## config.mk

```make
export PLATFORM = sky130hd
export DESIGN_NAME = hazard_ctrl
export DESIGN_NICKNAME = d
export VERILOG_FILES = /design/src/rtl/hazard_ctrl.sv
export SDC_FILE = /design/constraint.sdc
export NUM_CORES = 1
export LEC_CHECK = 0
export BUFFER_PORTS_ARGS = -buffer_cell sky130_fd_sc_hd__buf_2
export CAP_MARGIN = 10
export CORE_ASPECT_RATIO = 0.7
export CORE_UTILIZATION = 35
export DETAILED_ROUTE_END_ITERATION = 8
export PLACE_DENSITY = 0.6
export RECOVER_POWER = 50
export SLEW_MARGIN = 30
export SYNTH_ARGS = -nofsm -noshare
export SYNTH_HDL_FRONTEND = slang
export SYNTH_SLANG_ARGS = --single-unit
```

## constraint.sdc

```tcl
create_clock -name clk -period 3.7 [get_ports clk]
set_input_delay 0.185 -clock clk [delete_from_list [all_inputs] [get_ports clk]]
set_output_delay 0.185 -clock clk [all_outputs]
set_load 0.1 [all_outputs]
```

## src/rtl/hazard_ctrl.sv

```systemverilog
// hazard_ctrl: pipeline hazard controller for the IF/ID / ID/EX registers.
//
// Produces the freeze / flush / bubble / stall strobes consumed by the PC,
// IF/ID and ID/EX registers, and tracks multi-cycle data-memory accesses with
// a two-state FSM. Also keeps saturating stall and flush statistics counters.
//
// Ports:
//   clk, rst        clock (rising edge) and asynchronous active-high reset
//   idValid         ID stage holds a real instruction
//   src1, src2      ID source registers; twoSrc says src2 is read
//   exeDest/WbEn    EXE destination and write-back enable; exeMemRead = load
//   memDest/WbEn    MEM destination and write-back enable
//   forwardEn       forwarding unit enabled (only load-use stalls remain)
//   branchTaken     EXE resolved a taken branch
//   memReq/Ready    data-memory request this cycle / access completes
//   clrStats        synchronous clear of both counters
//   freeze          hold PC and IF/ID
//   flush           clear IF/ID and ID/EX
//   idExBubble      clear ID/EX only
//   pipeStall       hold every pipeline register during a memory wait
//   stallCnt        saturating count of cycles with freeze=1
//   flushCnt        saturating count of cycles with flush=1

module hazard_ctrl #(
    parameter int unsigned REG_W = 4,
    parameter int unsigned CNT_W = 16
) (
    input  logic             clk,
    input  logic             rst,
    input  logic             idValid,
    input  logic [REG_W-1:0] src1,
    input  logic [REG_W-1:0] src2,
    input  logic             twoSrc,
    input  logic [REG_W-1:0] exeDest,
    input  logic             exeWbEn,
    input  logic             exeMemRead,
    input  logic [REG_W-1:0] memDest,
    input  logic             memWbEn,
    input  logic             forwardEn,
    input  logic             branchTaken,
    input  logic             memReq,
    input  logic             memReady,
    input  logic             clrStats,
    output logic             freeze,
    output logic             flush,
    output logic             idExBubble,
    output logic             pipeStall,
    output logic [CNT_W-1:0] stallCnt,
    output logic [CNT_W-1:0] flushCnt
);

    typedef enum logic [0:0] {StIdle, StMemWait} state_e;

    state_e           r_state;
    logic [CNT_W-1:0] r_stall_cnt;
    logic [CNT_W-1:0] r_flush_cnt;

    logic w_exe_src1, w_exe_src2;
    logic w_mem_src1, w_mem_src2;
    logic w_hazard;
    logic w_mem_stall;

    // With forwarding, only a load in EXE cannot be bypassed in time;
    // everything else (including MEM results) is forwarded.
    always_comb begin
        w_exe_src1 = 1'b0;
        w_exe_src2 = 1'b0;
        w_mem_src1 = 1'b0;
        w_mem_src2 = 1'b0;
        if (forwardEn) begin
            w_exe_src1 = exeMemRead && exeWbEn && (exeDest == src1);
            w_exe_src2 = exeMemRead && exeWbEn && (exeDest == src2);
        end else begin
            w_exe_src1 = exeWbEn && (exeDest == src1);
            w_exe_src2 = exeWbEn && (exeDest == src2);
            w_mem_src1 = memWbEn && (memDest == src1);
            w_mem_src2 = memWbEn && (memDest == src2);
        end
    end

    assign w_hazard = idValid && ((w_exe_src1 || w_mem_src1) ||
                                  (twoSrc && (w_exe_src2 || w_mem_src2)));

    // memReq is ignored once waiting; only memReady ends the wait.
    always_comb begin
        w_mem_stall = 1'b0;
        unique case (r_state)
            StIdle:    w_mem_stall = memReq && !memReady;
            StMemWait: w_mem_stall = !memReady;
            default:   w_mem_stall = 1'b0;
        endcase
    end

    // Priority: memory stall > taken branch > data hazard. A taken branch
    // squashes the ID instruction, so its hazard is irrelevant.
    always_comb begin
        freeze     = 1'b0;
        flush      = 1'b0;
        idExBubble = 1'b0;
        pipeStall  = 1'b0;
        if (!rst) begin
            if (w_mem_stall) begin
                pipeStall = 1'b1;
                freeze    = 1'b1;
            end else if (branchTaken) begin
                flush = 1'b1;
            end else if (w_hazard) begin
                freeze     = 1'b1;
                idExBubble = 1'b1;
            end
        end
    end

    always_ff @(posedge clk or posedge rst) begin
        if (rst) begin
            r_state <= StIdle;
        end else begin
            unique case (r_state)
                StIdle:    if (memReq && !memReady) r_state <= StMemWait;
                StMemWait: if (memReady) r_state <= StIdle;
                default:   r_state <= StIdle;
            endcase
        end
    end

    always_ff @(posedge clk or posedge rst) begin
        if (rst) begin
            r_stall_cnt <= '0;
            r_flush_cnt <= '0;
        end else if (clrStats) begin
            r_stall_cnt <= '0;
            r_flush_cnt <= '0;
        end else begin
            if (freeze && (r_stall_cnt != '1)) r_stall_cnt <= r_stall_cnt + CNT_W'(1);
            if (flush && (r_flush_cnt != '1)) r_flush_cnt <= r_flush_cnt + CNT_W'(1);
        end
    end

    assign stallCnt = r_stall_cnt;
    assign flushCnt = r_flush_cnt;

endmodule

```

==> results by group <==
Synth
  – Most numerous cell in the Yosys netlist: dfrtp_1
  – Synth area leader: dfrtp_1
  – Synth cell types: 35
  – Synth cell count leaders: dfrtp_1, nor2_1, xnor2_1
  – Mean Syn Cell Area: 8.993 sq um
  – Post-Syn Nets: between 200 and 300
  – Seq/Total Area, Yosys: 40.99%
  – Synth area leaders: dfrtp_1, xnor2_1, xor2_1
  – Synth Warn #: 0
  – Asr flop ratio synth: between 90% and 100%
  – Number of synthesized flops with an enable pin: 0
  – Yosys reg bits: 33
  – Synth Cell Area: 2014 sq um
  – Mapped Cells: 224
  – Yosys top cell area share: between 40 and 50%
  – Post-synth top flop: dfrtp_1

Timing
  – Final setup fails: 0
  – Min Clock Period, post-route: between 2 and 2.5 ns
  – Slew headroom: 22.04%
  – Fin crit share: 58.94%
  – Fmax: 0.4585 GHz
  – Final Hold Vio Count: 0
  – Sum Neg Setup Slack: 0 ns
  – Clock skew: around 0.011 ns
  – Worst-Margin Slew: 1.174 ns
  – Final Slew Violations: 0
  – RSZ-0062 raised after global routing: false

Floorplanning
  – Core Region: 5395 sq um
  – Initial Util: 37.34%
  – Die width: 92.68 microns
  – Site Rows: 22
  – IO Pins: 64
  – Full die area: 6068 sq um
  – Die Ht: approximately 65 microns

Route
  – Number of DRC markers in iteration 0: 79
  – # DRC: 0
  – Final ANT Viol Nets: 0
  – Post-DR vias/cell: 5.064
  – Post-Route WL: between 4 and 5 mm
  – DR WL/cell: 13.07 microns
  – 1st-pass router iterations: 4
  – Via count: 1,828

Critical path
  – Worst Setup SP: stallCnt[0]
  – Worst EP arrival: approximately 2.4 ns
  – Critical Path Source Type: flop
  – Crit path kind: flop to flop
  – Max FO, Critical Path: 10
  – Crit end category: flop
  – Worst R2R Start: stallCnt[0]
  – Critical Path RT: 3.91 ns

Clock network
  – CTS clock-pin slew for the worst setup and hold paths: approximately 0.080 ns
  – Post-CTS sizing: 0
  – H-tree depth: 2
  – CTS Buffer Depth: 2
  – TritonCTS clock tree: built
  – Num CTS Buffers: 5
  – Post-CTS Setup Inserts: 0
  – Clk_lat worst skew: 0.30 ns
  – # clock sinks: 33
  – CTS Hold Bufs: 0
  – Root Driver: clkbuf_8

Global routing
  – First-pass GRT wire length: 7.783 mm
  – GR Util All Layers: 16.70%
  – Vias in the first global route: between 1,500 and 2,000
  – GR Overflow Total: 0
  – Initial antenna violation count: 0
  – Pin count of the biggest net entering global routing: 37

Power and ir drop
  – Peak supply drop: 0.1221 mV
  – Tot Pwr: 892.2 uW
  – Pwr dens: 353.7 nW/um^2
  – Leakage Power: 0.001110 uW

Final layout
  – Final nets: 318
  – Share of cells above drive strength 1: 23.88%
  – Fin cells: between 300 and 400
  – N_diodes: 0
  – Area growth syn-to-layout: 25.22%

Hold path
  – HP Class: primary input to async pin

Status
  – Status: finished, final reports clean

Placement
  – Routability cong.: 0.7844
  – Number of port buffers: 63
  – Placed cells: 353
  – Post-DP HPWL: 3.372 mm

Flow run
  – Max Cap Viol: 0
final cells by class:
cell class              count  area [sq um]
multi-input cells         176          1139
inverters                   7         26.28
repair buffers             65         307.8
clock buffers               5         68.82
fillers                   572          2873
flip-flops and latches     33         825.8
well taps                  72         90.09
clock inverters             3         65.06
where the power goes:
part / switching, uW / total [uW] / internal [uW] / leakage (uW)
registers: 2.12 / 365 / 363 / 0.000459
clock network: 149 / 417 / 268 / 0.0000681
logic: 77.0 / 110 / 33.3 / 0.000583
worst max-delay path, cell delays in order, from the launching register on:
cell	delay, ns
dfrtp_1	0.42
ha_1	0.25
and2_1	0.26
a31o_4	0.31
or4_1	0.41
or3_1	0.31
a21oi_1	0.14
sequential cells by signal (all words and copies together) (netlist names):
signal / cells
flushCnt: 16
r_state: 1
stallCnt: 16
cells in the final DEF, fill, tap and decap left out, drive strengths merged, types with 9 or more instances in the layout:
cell    synthesis  layout
buf             0      47
dfrtp          33      33
nor2           28      28
clkbuf          8      23
xnor2          17      17
xor2           14      14
o21ai          13      13
nand4          12      12
nand2          12      12
a21oi          12      12
nand3          12      12
or3            10      10
nor3            9       9
path summary, 6_finish.rpt:
path,endpoint,slack [ns],depth (start not counted)
min in group clk,r_state,0.22,3
worst min register to register,stallCnt[5],0.58,2
worst max-delay path,stallCnt[14],1.52,6
worst max register to register,stallCnt[14],1.52,6
max in group asynchronous,flushCnt[12],3.36,3
worst min-delay path,flushCnt[0],0.02,3
cells by family after synthesis:
logic type               after synthesis  synth area share (%)
AO/OA/AOI/OAI                         31                 9.752
flip-flops                            33                 40.99
AND/OR/NAND/NOR                      107                 29.01
buffers and inverters                 15                 2.795
multiplexers                           5                 2.733
XOR/XNOR                              31                 13.48
adder cells (fa/ha/maj)                2                 1.242
routing by layer:
layer	GRT usage, %	vias up	routed length [microns]
li1	-	919	-
met1	24.21	859	2448
met2	23.15	42	1916
met3	4.167	8	267
met4	7.500	0	86
met5	0	-	0
stage by stage:
step	hold WS [ns]	util, %	instance area, sq um	worst slack (ns)
6_report	0.01638	46.75	2522	1.519
5_1_grt	0.07027	46.75	2522	1.414
4_1_cts	0.02358	47.17	2545	1.538
3_5_place_dp	0.3537	44.69	2411	1.455
3_3_place_gp	0.3510	44.69	2411	1.528
2_1_floorplan	0.3304	-	2021	0.8341
(Power assumes the default switching activity.)
